**config.mk**
```make
export PLATFORM = sky130hd
export DESIGN_NAME = seq_signed_div
export DESIGN_NICKNAME = d
export VERILOG_FILES = /design/src/rtl/seq_signed_div.sv
export SDC_FILE = /design/constraint.sdc
export NUM_CORES = 1
export LEC_CHECK = 0
export CELL_PAD_IN_SITES_DETAIL_PLACEMENT = 0
export CELL_PAD_IN_SITES_GLOBAL_PLACEMENT = 2
export CORE_UTILIZATION = 36
export CTS_CLUSTER_SIZE = 8
export DETAILED_ROUTE_END_ITERATION = 16
export DONT_BUFFER_PORTS = 1
export GPL_TIMING_DRIVEN = 0
export HOLD_SLACK_MARGIN = 0.08
export PLACE_DENSITY_LB_ADDON = 0.1
export SLEW_MARGIN = 10
export SYNTH_ARGS = -nofsm -noshare
export SYNTH_HDL_FRONTEND = slang
export SYNTH_SLANG_ARGS = --single-unit
export TNS_END_PERCENT = 30
```
**constraint.sdc**
```tcl
create_clock -name clk -period 2.1 [get_ports clk]
set_input_delay 0.315 -clock clk [delete_from_list [all_inputs] [get_ports clk]]
set_output_delay 0.315 -clock clk [all_outputs]
set_load 0.01 [all_outputs]
```
**src/rtl/seq_signed_div.sv**
```systemverilog
// seq_signed_div: iterative restoring signed divider, one quotient bit per clock.
module seq_signed_div #(
  parameter int DIVD_W = 16,
  parameter int DIVR_W = 8
) (
  input  logic              clk,
  input  logic              rst_n,
  input  logic              in_valid_i,
  input  logic [DIVD_W-1:0] in_dividend_i,
  input  logic [DIVR_W-1:0] in_divisor_i,
  output logic              ready_o,
  output logic              out_valid_o,
  output logic [DIVD_W-1:0] quotient_o,
  output logic [DIVR_W-1:0] remainder_o,
  output logic              dbz_o,
  output logic              ovf_o
);
  localparam int CW = $clog2(DIVD_W + 1);
  localparam logic [DIVD_W-1:0] DIVD_MIN = {1'b1, {(DIVD_W-1){1'b0}}};
  typedef enum logic [1:0] {IDLE, CALC, FIX} state_t;
  state_t state;
  logic [DIVD_W-1:0] dvd, divd_mag, q_fix;
  logic [DIVR_W-1:0] dvr, prem, divr_mag, r_fix;
  logic [DIVR_W:0] shl, diff;
  logic [CW-1:0] cntr;
  logic sign_q, sign_r, dbz, ovf;
  assign ready_o = state == IDLE;
  // Magnitudes are unsigned, so the most-negative operand still fits.
  always_comb begin
    divd_mag = in_dividend_i[DIVD_W-1] ? -in_dividend_i : in_dividend_i;
    divr_mag = in_divisor_i[DIVR_W-1] ? -in_divisor_i : in_divisor_i;
    shl = {prem, dvd[DIVD_W-1]};
    diff = shl - {1'b0, dvr};
    q_fix = sign_q ? -dvd : dvd;
    r_fix = sign_r ? -prem : prem;
  end
  always_ff @(posedge clk or negedge rst_n) begin
    if (!rst_n) begin
      state <= IDLE;
      dvd <= '0;
      dvr <= '0;
      prem <= '0;
      cntr <= '0;
      sign_q <= 1'b0;
      sign_r <= 1'b0;
      dbz <= 1'b0;
      ovf <= 1'b0;
      out_valid_o <= 1'b0;
      quotient_o <= '0;
      remainder_o <= '0;
      dbz_o <= 1'b0;
      ovf_o <= 1'b0;
    end else begin
      out_valid_o <= 1'b0;
      if (state == IDLE) begin
        if (in_valid_i) begin
          dvd <= divd_mag;
          dvr <= divr_mag;
          prem <= '0;
          cntr <= CW'(DIVD_W);
          sign_q <= in_dividend_i[DIVD_W-1] ^ in_divisor_i[DIVR_W-1];
          sign_r <= in_dividend_i[DIVD_W-1];
          dbz <= in_divisor_i == '0;
          ovf <= in_dividend_i == DIVD_MIN && in_divisor_i == '1;
          state <= CALC;
        end
      end else if (state == CALC) begin
        // Quotient bits shift into the dividend register as it empties.
        prem <= diff[DIVR_W] ? shl[DIVR_W-1:0] : diff[DIVR_W-1:0];
        dvd <= {dvd[DIVD_W-2:0], ~diff[DIVR_W]};
        cntr <= cntr - 1'b1;
        if (cntr == CW'(1)) state <= FIX;
      end else begin
        quotient_o <= dbz ? '0 : ovf ? DIVD_MIN : q_fix;
        remainder_o <= (dbz || ovf) ? '0 : r_fix;
        dbz_o <= dbz;
        ovf_o <= ovf;
        out_valid_o <= 1'b1;
        state <= IDLE;
      end
    end
  end
endmodule

```
==> results.txt <==
The flow ran to the end, but the final reports show violations. The checks that failed: negative setup slack. The async set-or-reset flop fraction in the synthesized netlist came out at between 90% and 100%. The path type of the worst setup path is reg2reg. The HPWL after detailed placement is between 7000 and 8000 um. The total iterations of the first detailed-routing run came out at 5. The sequential area share after synthesis came out at between 40% and 50%. The critical hold path startpoint is in_divisor_i[6]. The critical path contains buffers and inverters numbering 2 combined.

The die outline area is 11800 um2. The source of the worst register-to-register timing path is dvd[15]. The number of distinct library cells after synthesis is 48.

The worst-skew pair later-pin latency is 0.33 ns. The width of the die came out at between 100 and 150 um. The stage delay of the slowest cell on the critical path is ~0.39 ns.

The tree is rooted in a sky130_fd_sc_hd__clkbuf_16. The power density over the cells is ~1700 nW/um2. After layout, the design draws a total of between 8 and 9 mW. The number of antenna violations at the first check in global routing came out at 0. The DRC violation count after routing came out at 0. Of all nets on the critical path, the largest fanout is 9. The type of element launching the critical path is a register. The worst setup path is captured at a register.

The sum of met2 wire segment lengths after detailed routing is 4570 um. The global routing usage summed across all routing layers came out at 19.3%. The number of top-level pins came out at 55. In the post-route analysis, the smallest setup slack over all paths is -0.0864 ns. Wires add up to 10500 um. The register-to-register setup slack came out at -0.09 ns. Data on the critical path arrives at its endpoint at between 2 and 2.5 ns. Wire segments on met3 add up to roughly 500 um in the final route. The most frequent standard cell in the layout excluding fill and tap cells is sky130_fd_sc_hd__dfrtp_1. The number of hold violations in the final report came out at 0. Cells fill 43.7% of the core in the end. The cell area after technology mapping is between 4000 and 5000 um2.

The path with the worst hold slack has its endpoint at dvr[7]. The net count of the mapped netlist came out at a little under 500. The share of post-route cells with drive strength above 1 came out at between 10% and 20%. Walking the worst path, the cells encountered are inv_2, ha_4, fa_2, nor2b_2, o31a_1, o311a_1, nor2_4, buf_12, mux2i_1, a22o_1. The slowest stage of the critical path belongs to the cell sky130_fd_sc_hd__dfrtp_1.

After synthesis the netlist holds a flip-flop and latch count of 70. Once layout is complete, the cells apart from fillers number 604. The count of nets left with antenna violations after detail routing is 0.

The final critical-path required period is 2.19 ns. The cell family contributing the most delay on the critical path is compound AO/OA/AOI/OAI gates. Setup repair after global routing could not meet its margin everywhere. The number of stages on the worst hold path came out at 3.

The initialized floorplan defines 38 standard-cell rows. In the routed layout, each cell is associated on average with a via count of between 5 and 6. The vias after detailed routing is around 3200.

Input and output buffers added on the ports amount to 0. Entering global routing, the biggest net connects 71 pins. The worst pin sits at a relative slew slack of 56.9%.

In the layout the commonest cells are sky130_fd_sc_hd__dfrtp_1, sky130_fd_sc_hd__nand2_1, sky130_fd_sc_hd__inv_1, sky130_fd_sc_hd__xor2_1, sky130_fd_sc_hd__o22ai_1. The required time at the endpoint of the critical path came out at about 2.4 ns. The area inside the core boundary is approximately 11000 um2. The clock buffer count from CTS is 9. The finished cells cover between 4000 and 5000 um2. On the final layout, the worst hold slack is 0.173 ns.

The number of global-route vias before repair came to about 3200. The number of max-cap violations came out at 0. The analysis attributes to cell leakage a power of between 2 and 2.5 nW.

The highest layer touched by signal routing is met4. The placer's final routability congestion estimate came out at 0.756. The instance count of the mapped netlist is 441.

In this run, synthesis inferred 0 flip-flops with an integrated enable. The floorplan step set the die height to around 110 um. The synthesis warning total came out at 0. The final cycle utilization of the critical path came out at 104%.

The mean post-synth cell area is about 9 um2. The upper clock frequency limit came out at around 460 MHz. The endpoint identified for the worst register-to-register timing path is prem[1]. The leftover overflow at the end of global routing is 0. The global-route wire length before repair came out at between 15000 and 20000 um. The transition time at the pin with the least slew margin came out at 0.644 ns. The worst register-to-register path has a depth of 10.

The final max-slew violation count came out at 0. Counting tap cells, the placed design contains a total of a little under 600 instances. The min-delay analysis places its worst path in the category in2reg.

CTS built an H-tree with a depth of 3. The routed length per placed instance is roughly 17 um. The count of routing violations after the opening detailed-route iteration came out at between 100 and 150.

Setup violations remaining at the end of the flow were counted as 8. The placed cell area is between 4000 and 5000 um2. The peak ir drop on the vdd network is 740 uV. The final layout contains around 500 nets. The worst-case clock skew came out at 0.00624 ns.

The commonest register cell after synthesis is sky130_fd_sc_hd__dfrtp_1. The layout overhead on the synthesized area is 17.0%. After clock tree synthesis, the clock-pin slew on the worst setup and hold paths is around 0.060 ns. TritonCTS built the clock tree.

The detailed-routing wirelength on met1 is between 5000 and 6000 um. The total inserted antenna cells is 0. The effective utilization at floorplan is 37.3%. The deepest clock path buffer count came out at 2.

The count of clock tree sinks came out at 70.
## how the worst max path moves through the flow
stage | cells after the start | endpoint | from
finish | 10 | prem[1] | dvd[15]
detailed placement | 5 | ovf | in_dividend_i[4]
global placement | 9 | prem[7] | dvd[15]
CTS | 10 | prem[3] | dvd[15]
floorplan | 5 | ovf | in_dividend_i[8]
global route | 10 | prem[7] | dvd[15]
## area by class of cell
class                           count  area [um2]
Buffer                             22        82.6
Clock buffer                       10         239
Clock inverter                      6        93.8
Fill cell                        1121        6160
Inverter                           43         164
Multi-Input combinational cell    306        2170
Sequential cell                    70        1760
Tap cell                          140         175
Timing Repair Buffer                7        90.1
## power by group
| group | internal [mW] | switching [mW] | leakage [nW] |
|---|---|---|---|
| logic | 1.86 | 1.98 | 1.03 |
| clock network | 1.08 | 0.584 | 0.159 |
| registers | 1.97 | 0.773 | 0.867 |
## cells in the mapped netlist, drive strengths merged (2+ instances only)
library cell / number / area share (%)
dfrtp: 70 / 43
inv: 43 / 4.0
nand2: 43 / 4.0
o21ai: 35 / 4.3
xor2: 32 / 6.9
o22ai: 30 / 4.6
clkbuf: 22 / 2.0
ha: 15 / 4.6
o31ai: 14 / 2.6
a21oi: 12 / 1.5
nor2: 12 / 1.2
mux2i: 11 / 2.7
xnor2: 11 / 2.4
nand3: 10 / 1.2
nand2b: 8 / 1.2
or3: 8 / 1.5
or4: 8 / 1.6
nor2b: 7 / 1.1
nor3: 5 / 0.61
o21a: 5 / 0.92
a22oi: 4 / 0.74
mux2: 4 / 1.1
o41ai: 4 / 0.86
nor4: 3 / 0.46
a21o: 2 / 0.37
a22o: 2 / 0.43
nor3b: 2 / 0.37
o211ai: 2 / 0.37
o22a: 2 / 0.43
o31a: 2 / 0.43
## kinds of logic (layout without fill, tap and decap cells)
logic type / Yosys count / count (layout) / share of synthesized area [%]
compound gates: 119 / 119 / 18.6
simple gates: 113 / 113 / 14.4
flops: 70 / 70 / 42.9
buf+inv: 65 / 88 / 5.98
xor+xnor: 43 / 43 / 9.22
fa+ha+maj: 16 / 16 / 5.09
mux: 15 / 15 / 3.80
## through the flow
step	setup WS, ns	setup TNS [ns]
after global routing	-0.184	-1.45
after floorplan	-0.191	-0.204
after CTS	-0.138	-1.04
after detailed placement	-0.330	-5.43
after global placement	-0.310	-4.85
final	-0.0864	-0.581
## metal layers
layer  vias to the layer above  GRT usage, %
met4                         0          6.66
met1                      1527          27.4
met3                         9          4.46
met2                        68          28.6
met5                         -             0
li1                       1593             -
## worst register-to-register path: cells and delay by family, from the launching register on
family | cells | cell delay, ns
adder cells (fa/ha/maj) | 2 | 0.36
AO/OA/AOI/OAI | 3 | 0.76
multiplexers | 1 | 0.19
AND/OR/NAND/NOR | 2 | 0.19
flip-flops | 1 | 0.39
buffers and inverters | 2 | 0.24
## registers in the layout, summed over array words and instances (netlist names)
register and cells:
sign_q 1, dvd 16, dbz 1, out_valid_o 1, sign_r 1, dvr 8, state 2, prem 8
cntr 5, ovf_o 1, ovf 1, quotient_o 16, remainder_o 8, dbz_o 1
## repair_timing
item	4_1_cts	5_1_grt
pin swaps	3	2
buffers inserted	4	0
endpoints found under the hold margin	71	0
hold buffers	3	0
gates resized for setup	16	12
endpoints found under the setup margin	36	29
Note: power is estimated with default switching activity, not from simulation.
